`src/rtl/nes_controller_reader.sv`:
```
// NES gamepad poller: periodic latch/pulse scan of the serial pad, result written to BRAM port B.
// Optional macro NES_DEBOUNCE_EN: publish a scan only when it matches the previous scan.
module nes_controller_reader #(
    parameter int          CLK_DIV     = 300,
    parameter int          POLL_PERIOD = 833333,
    parameter logic [15:0] NES_ADDR    = 16'h00FF
) (
    input  logic        clk,
    input  logic        reset,
    input  logic        nes_data,
    output logic        nes_latch,
    output logic        nes_pulse,
    output logic [7:0]  buttons,
    output logic [15:0] nes_addr,
    output logic [15:0] nes_word,
    output logic        we_b
);

    localparam int CW = $clog2(2 * CLK_DIV);
    localparam int TW = (POLL_PERIOD > 1) ? $clog2(POLL_PERIOD) : 1;
    localparam logic [CW-1:0] LATCH_LAST = CW'(2 * CLK_DIV - 1);
    localparam logic [CW-1:0] H_LAST     = CW'(CLK_DIV - 1);
    localparam logic [TW-1:0] TIMER_LAST = TW'(POLL_PERIOD - 1);

    typedef enum logic [2:0] {
        S_IDLE,
        S_LATCH,
        S_GAP,
        S_PULSE_HI,
        S_PULSE_LO,
        S_WRITE
    } state_t;

    state_t          r_state;
    state_t          w_next;
    logic [1:0]      r_sync;
    logic [CW-1:0]   r_cnt;
    logic [2:0]      r_idx;
    logic [6:0]      r_shift;
    logic [7:0]      r_buttons;
    logic [TW-1:0]   r_timer;
    logic            r_pending;
    logic            w_wrap;
    logic            w_last;
    logic            w_bit;
    logic            w_sample;
    logic            w_done;
    logic [7:0]      w_scan;

    assign w_bit    = ~r_sync[1];
    assign w_wrap   = (r_timer == TIMER_LAST);
    assign w_last   = (r_cnt == ((r_state == S_LATCH) ? LATCH_LAST : H_LAST));
    assign w_scan   = {w_bit, r_shift};
    assign buttons  = r_buttons;
    assign nes_addr = NES_ADDR;
    assign nes_word = {8'h00, r_buttons};

    always_ff @(posedge clk or negedge reset) begin
        if (!reset) begin
            r_sync    <= '0;
            r_timer   <= '0;
            r_pending <= 1'b0;
        end else begin
            r_sync  <= {r_sync[0], nes_data};
            r_timer <= w_wrap ? '0 : r_timer + 1'b1;
            // A wrap wins over the clear so a request arriving as a scan starts is not lost.
            if (w_wrap)
                r_pending <= 1'b1;
            else if (r_state == S_IDLE && r_pending)
                r_pending <= 1'b0;
        end
    end

    always_ff @(posedge clk or negedge reset) begin
        if (!reset) begin
            r_state <= S_IDLE;
            r_cnt   <= '0;
            r_idx   <= '0;
            r_shift <= '0;
        end else begin
            r_state <= w_next;
            if (r_state == S_IDLE || w_next != r_state)
                r_cnt <= '0;
            else
                r_cnt <= r_cnt + 1'b1;
            if (r_state == S_GAP && w_last)
                r_idx <= 3'd1;
            else if (r_state == S_PULSE_LO && w_last)
                r_idx <= r_idx + 1'b1;
            if (w_sample && !w_done)
                r_shift <= {w_bit, r_shift[6:1]};
        end
    end

    always_comb begin
        w_next    = r_state;
        nes_latch = 1'b0;
        nes_pulse = 1'b0;
        we_b      = 1'b0;
        w_sample  = 1'b0;
        w_done    = 1'b0;
        case (r_state)
            S_IDLE: begin
                if (r_pending)
                    w_next = S_LATCH;
            end
            S_LATCH: begin
                nes_latch = 1'b1;
                if (w_last)
                    w_next = S_GAP;
            end
            S_GAP: begin
                if (w_last) begin
                    w_sample = 1'b1;
                    w_next   = S_PULSE_HI;
                end
            end
            S_PULSE_HI: begin
                nes_pulse = 1'b1;
                if (w_last)
                    w_next = S_PULSE_LO;
            end
            S_PULSE_LO: begin
                if (w_last) begin
                    w_sample = 1'b1;
                    if (r_idx == 3'd7) begin
                        w_done = 1'b1;
                        w_next = S_WRITE;
                    end else begin
                        w_next = S_PULSE_HI;
                    end
                end
            end
            S_WRITE: begin
                we_b   = 1'b1;
                w_next = S_IDLE;
            end
            default: w_next = S_IDLE;
        endcase
    end

    // Buttons load on the edge entering WRITE so they change together with we_b rising.
`ifdef NES_DEBOUNCE_EN
    logic [7:0] r_prev;

    always_ff @(posedge clk or negedge reset) begin
        if (!reset) begin
            r_prev    <= '0;
            r_buttons <= '0;
        end else if (w_done) begin
            r_prev <= w_scan;
            if (w_scan == r_prev)
                r_buttons <= w_scan;
        end
    end
`else
    always_ff @(posedge clk or negedge reset) begin
        if (!reset)
            r_buttons <= '0;
        else if (w_done)
            r_buttons <= w_scan;
    end
`endif

endmodule
```
`config.mk`:
```
export PLATFORM = sky130hd
export DESIGN_NAME = nes_controller_reader
export DESIGN_NICKNAME = d
export VERILOG_FILES = /design/src/rtl/nes_controller_reader.sv
export SDC_FILE = /design/constraint.sdc
export NUM_CORES = 1
export LEC_CHECK = 0
export CAP_MARGIN = 20
export CORE_ASPECT_RATIO = 0.75
export CORE_UTILIZATION = 54
export DETAILED_ROUTE_END_ITERATION = 8
export PLACE_DENSITY = 0.83
export SYNTH_ARGS = -nofsm -noshare
export SYNTH_HDL_FRONTEND = slang
export SYNTH_SLANG_ARGS = --single-unit
export TNS_END_PERCENT = 50
```
`constraint.sdc`:
```
create_clock -name clk -period 2.8 [get_ports clk]
set_input_delay 0.56 -clock clk [delete_from_list [all_inputs] [get_ports clk]]
set_output_delay 0.56 -clock clk [all_outputs]
set_load 0.03 [all_outputs]
```
Yosys cells after proc, flatten, opt, wreduce, memory -nomap -nowiden
Index checks and enable logic that the tools add are counted.
{"block": "totals", "reg_bits": 54}
{"block": "classes", "n_addsub": 3, "n_eq_ne": 9, "muxes": 22, "bitwise_logic": 1, "n_reduce_logical": 10}
{"operator": "$mux W3", "n": 8}
{"operator": "$add A20 B1 Y20 const B", "n": 1}
{"operator": "$eq A20 B20 Y1 const B", "n": 1}
{"operator": "$mux W10", "n": 2}
{"operator": "$mux W20", "n": 1}
{"operator": "$pmux W3 S5", "n": 1}
{"operator": "$add A10 B1 Y10 const B", "n": 1}
{"operator": "$eq A10 B10 Y1", "n": 1}
{"operator": "$mux W1", "n": 10}
{"operator": "$eq A3 B3 Y1 const B", "n": 3}
{"operator": "$eq A3 B2 Y1 const B", "n": 2}
{"operator": "$logic_and A1 B1 Y1", "n": 4}
{"operator": "$reduce_bool A2 Y1", "n": 2}
{"operator": "$add A3 B1 Y3 const B", "n": 1}
{"operator": "$eq A3 B1 Y1 const B", "n": 1}
{"operator": "$logic_not A3 Y1", "n": 1}
{"operator": "$ne A3 B3 Y1", "n": 1}
{"operator": "$reduce_or A2 Y1", "n": 1}
{"operator": "$logic_not A1 Y1", "n": 1}
{"operator": "$logic_or A1 B1 Y1", "n": 1}
{"operator": "$not A1 Y1", "n": 1}

Longest topological paths before layout
{"block": "depth", "depth_word": 8, "mapped_depth": 6}

Worst setup path before layout
OpenSTA, ideal clock, no wires.
{"block": "synth_path", "path_type": "flip-flop to flip-flop", "startpoint": "reg r_state[1]", "endpoint": "reg r_buttons[0] (netlist: buttons[0])", "t_arrival_ns": 2.023, "required_time_ns": 2.675, "path_slack_ns": 0.652, "stages_incl_launch_ff": 7, "n_path_buf": 1, "synth_period_minus_slack_ns": 2.148, "path_cell_list": "dfrtp_1 buf_6 nor3b_4 and4_1 a21oi_2 nor4_4 mux2_2"}
{"block": "synth_between", "elab_chain_cells": 5}
{"element": "start, declared", "line_no": "34", "rtl": "state_t r_state;"}
{"element": "start signal, assigned", "line_no": "81", "rtl": "r_state <= w_next;"}
{"element": "$eq A3 B1 Y1", "line_no": "52", "rtl": "assign w_last = (r_cnt == ((r_state == S_LATCH) ? LATCH_LAST : H_LAST));"}
{"element": "$mux W10", "line_no": "52"}
{"element": "$eq A10 B10 Y1", "line_no": "52"}
{"element": "$mux W1", "line_no": "124", "rtl": "if (w_last) begin"}
{"element": "$mux W1 (*)", "line_no": "102", "rtl": "case (r_state)"}
{"element": "end signal, assigned", "line_no": "161", "rtl": "r_buttons <= w_scan;"}
{"element": "end, declared", "line_no": "40", "rtl": "logic [7:0] r_buttons;"}
Mark *: on every way between the ends. The rest lies on a longest branch, timed or not.
A chain may end at the register's enable or synchronous reset.

Worst setup path after layout
{"block": "layout_path", "startpoint": "reg r_state[0]", "endpoint": "out nes_latch"}
{"block": "layout_between", "elab_chain_cells": 2}
{"element": "$eq A3 B1 Y1", "line_no": "102"}
{"element": "$mux W1", "line_no": "102"}
{"element": "end, declared", "line_no": "11", "rtl": "output logic nes_latch,"}
Every way passes these cells.

==> impl_metrics.json <==
{
  "status": "finished, final reports clean",
  "tightest_slew_ps": 659,
  "drc": 0,
  "cp_max_fo": 13,
  "cts-resized-gates": 0,
  "path_class": "register to output pin",
  "p_clk_share_pct": 38.5,
  "portBuffers": 21,
  "die-width_microns": 86.5,
  "synth_top_area_cell": "dfrtp_1",
  "fin_nets": 299,
  "max_freq_mhz": 384,
  "routedLengthMet1_microns": 2380,
  "critPathLaunchType": "register",
  "report.final.setup_viol": 0,
  "seq_area_sq_mm": 0.00135,
  "drtIter0Drc": 98,
  "p_total_mw": 1.37,
  "clockBufferDepth": 2,
  "areaGrowthSynthToFinish_pct": 8.61,
  "hold_path_class": "input pin to async pin",
  "fillCellCount": 417,
  "first_pass_iters": 4,
  "clk_latency_ps": 310,
  "swShare_pct": 23.1,
  "crit_chain": "nor3b_4 -> clkdlybuf4s50_1",
  "synth_cells": 275,
  "io_pins": 46,
  "cp-end-kind": "output pin",
  "grt.total_usage_pct": 19.1,
  "crit_start": "r_state[0]",
  "synthTopCellsByCount": "54 x dfrtp_1, 32 x buf_4, 31 x nor2_1",
  "yosysUniqueCellTypes": 48,
  "p_leak_nw": 1.44,
  "htreeDepth": 2,
  "pwr-share-seq_pct": 57.1,
  "skew_ps": 9.64,
  "dp_hpwl_microns": 3600,
  "post_cts_buffers": 0,
  "max_cap_viol_count": 0,
  "rsz0062_at_grt": "false",
  "hold_viol_final": 0,
  "synth_top_area_share_pct": 46.8,
  "crit_arrival_ps": 2040,
  "wl_met2_microns": 2300,
  "synth_edf_count": 0,
  "synthArstFlopShare_pct": 100,
  "globalRoute.totalOverflow": 0,
  "highest_layer": "met4",
  "path_clk_slew_ps": 100,
  "antenna_found_initial": 0,
  "grt_max_degree": 32,
  "fin_crit_sh_pct": 93.0,
  "maxSlewHeadroom_pct": 56.1,
  "routed-via-count": 1921,
  "cts_root_buf": "clkbuf_8",
  "post_drt_wl_per_cell_microns": 13.6,
  "multi_input_comb_area_sq_mm": 0.00132,
  "synth_most_common_cell": "dfrtp_1",
  "cts_hold_buf": 0,
  "core_sq_mm": 0.00501,
  "ir_worst_vdd_uv": 362,
  "routed_wl_microns": 4950,
  "maxSlewViolCount": 0,
  "cp_num_buf_inv": 1,
  "die_h_microns": 65.4,
  "r2r_start": "r_state[0]",
  "period_needed_ps": 2600,
  "antenna_cells": 0,
  "grt_pass1_wl_microns": 8310,
  "p_sw_mw": 0.316,
  "slowest_stage": "clkdlybuf4s50_1",
  "route.met3.wl_microns": 266,
  "cts_tree": "built",
  "synth-main-ff-cell": "dfrtp_1",
  "tns_ps": 0,
  "cts_sinks": 54,
  "yosys_warnings": 0,
  "internal_power_mw": 1.05,
  "cts_buffers": 5,
  "critPathTopFamily": "buffers and inverters",
  "initial_core_util_pct": 57.7,
  "cpPeakStageDelay_ps": 740,
  "drive_above_1_share_pct": 12.0,
  "grt_pass1_vias": 1729,
  "powerDensity_mw_per_mm2": 436,
  "synth_area_leaders": "dfrtp_1 47%, buf_4 8.3%, xor2_1 5.2%, mux2_2 5.1%, nor2_1 4.0%",
  "netlist_area_sq_mm": 0.00289,
  "worst-endpoint-required_ps": 2240,
  "combPwrFrac_pct": 4.4,
  "final_antenna_net_count": 0,
  "via_per_inst": 5.28,
  "die-area_sq_mm": 0.00565,
  "yosysSeqAreaShare_pct": 46.8,
  "synth-seq-cells": 54,
  "floorplan.rows": 22,
  "gp_congestion": 0.850,
  "synth_area_per_cell_sq_um": 10.5
}
## per-stage QoR
stage / instances / hold WS, ps / utilization [%] / setup WS [ps] / instance area (sq um)
global route: 364 / 334 / 62.7 / 139 / 3140
global placement: 356 / 339 / 60.4 / 591 / 3030
floorplan: 297 / 264 / - / 652 / 2970
finish: 364 / 264 / 62.7 / 197 / 3140
CTS: 364 / 292 / 62.7 / 209 / 3140
detailed placement: 356 / 349 / 60.4 / 456 / 3030
## cells in the final DEF (no fill, tap or decap), types with 2 or more instances in the layout
| cell type | instances |
|---|---|
| nor2_1 | 31 |
| clkdlybuf4s50_1 | 20 |
| nor2b_1 | 2 |
| xor2_1 | 17 |
| clkbuf_8 | 5 |
| and4_1 | 2 |
| buf_4 | 4 |
| conb_1 | 24 |
| mux2i_1 | 3 |
| nand2b_1 | 5 |
| nand4_1 | 10 |
| o211ai_1 | 2 |
| o21ai_0 | 7 |
| nand3_1 | 11 |
| dfrtp_1 | 54 |
| and3_1 | 8 |
| inv_1 | 7 |
| mux2_2 | 13 |
| xnor2_1 | 9 |
| nand4b_1 | 3 |
| nand2_1 | 15 |
| a21oi_1 | 3 |
| nor3_1 | 6 |
| ha_1 | 5 |
## metal layers
metal	track usage, %	vias to the layer above
met2	30.5	54
li1	-	920
met3	3.89	2
met5	0	-
met1	26.6	945
met4	5.00	0
## state kept, by name, summed over array words and instances (netlist names)
register   cells
r_shift        7
r_cnt         10
buttons        8
r_timer       20
r_state        3
r_pending      1
r_sync         2
r_idx          3
## power groups by stage
stage          Sequential [mW]  Clock (mW)  Combinational (mW)
2_1_floorplan            0.797           0              0.0677
3_3_place_gp             0.797           0              0.0608
3_5_place_dp             0.797           0              0.0613
4_1_cts                  0.781       0.543              0.0613
5_1_grt                  0.782       0.574              0.0667
6_report                 0.781       0.527              0.0605
## layout make-up
| type | instances | area share (%) |
|---|---|---|
| clock buffer | 5 | 2.19 |
| sequential | 54 | 43.0 |
| clock inverter | 3 | 1.39 |
| timing repair buffer | 25 | 7.49 |
| tap | 72 | 2.87 |
| multi-input combinational | 198 | 42.2 |
| inverter | 7 | 0.837 |
## logic make-up (layout without fill, tap and decap cells)
| family | Yosys count | count (layout) | synth area share (%) |
|---|---|---|---|
| AND/OR/NAND/NOR | 107 | 107 | 21.1 |
| flip-flops | 54 | 54 | 46.8 |
| buffers and inverters | 45 | 40 | 10.3 |
| XOR/XNOR | 26 | 26 | 7.88 |
| AO/OA/AOI/OAI | 20 | 20 | 5.41 |
| multiplexers | 16 | 16 | 6.10 |
| adder cells (fa/ha/maj) | 5 | 5 | 2.16 |
| other | 2 | 24 | 0.260 |
## worst reg2reg max path, delay by kind of cell (launching register included)
family          cells  cell delay, ps
compound gates      1              60
flops               1             610
mux                 1             410
simple gates        3            1170
## path summary, 6_finish.rpt
path	slack, ps	endpoint	cells after the start
worst max-delay path	200	nes_latch	2
worst min-delay path	260	r_idx[1]	1
worst max register to register	440	buttons[4]	5
worst min register to register	370	r_sync[1]	0
max in group asynchronous	1890	r_timer[14]	2
min in group clk	370	r_sync[1]	0
Power figures use the tool's default switching activity.
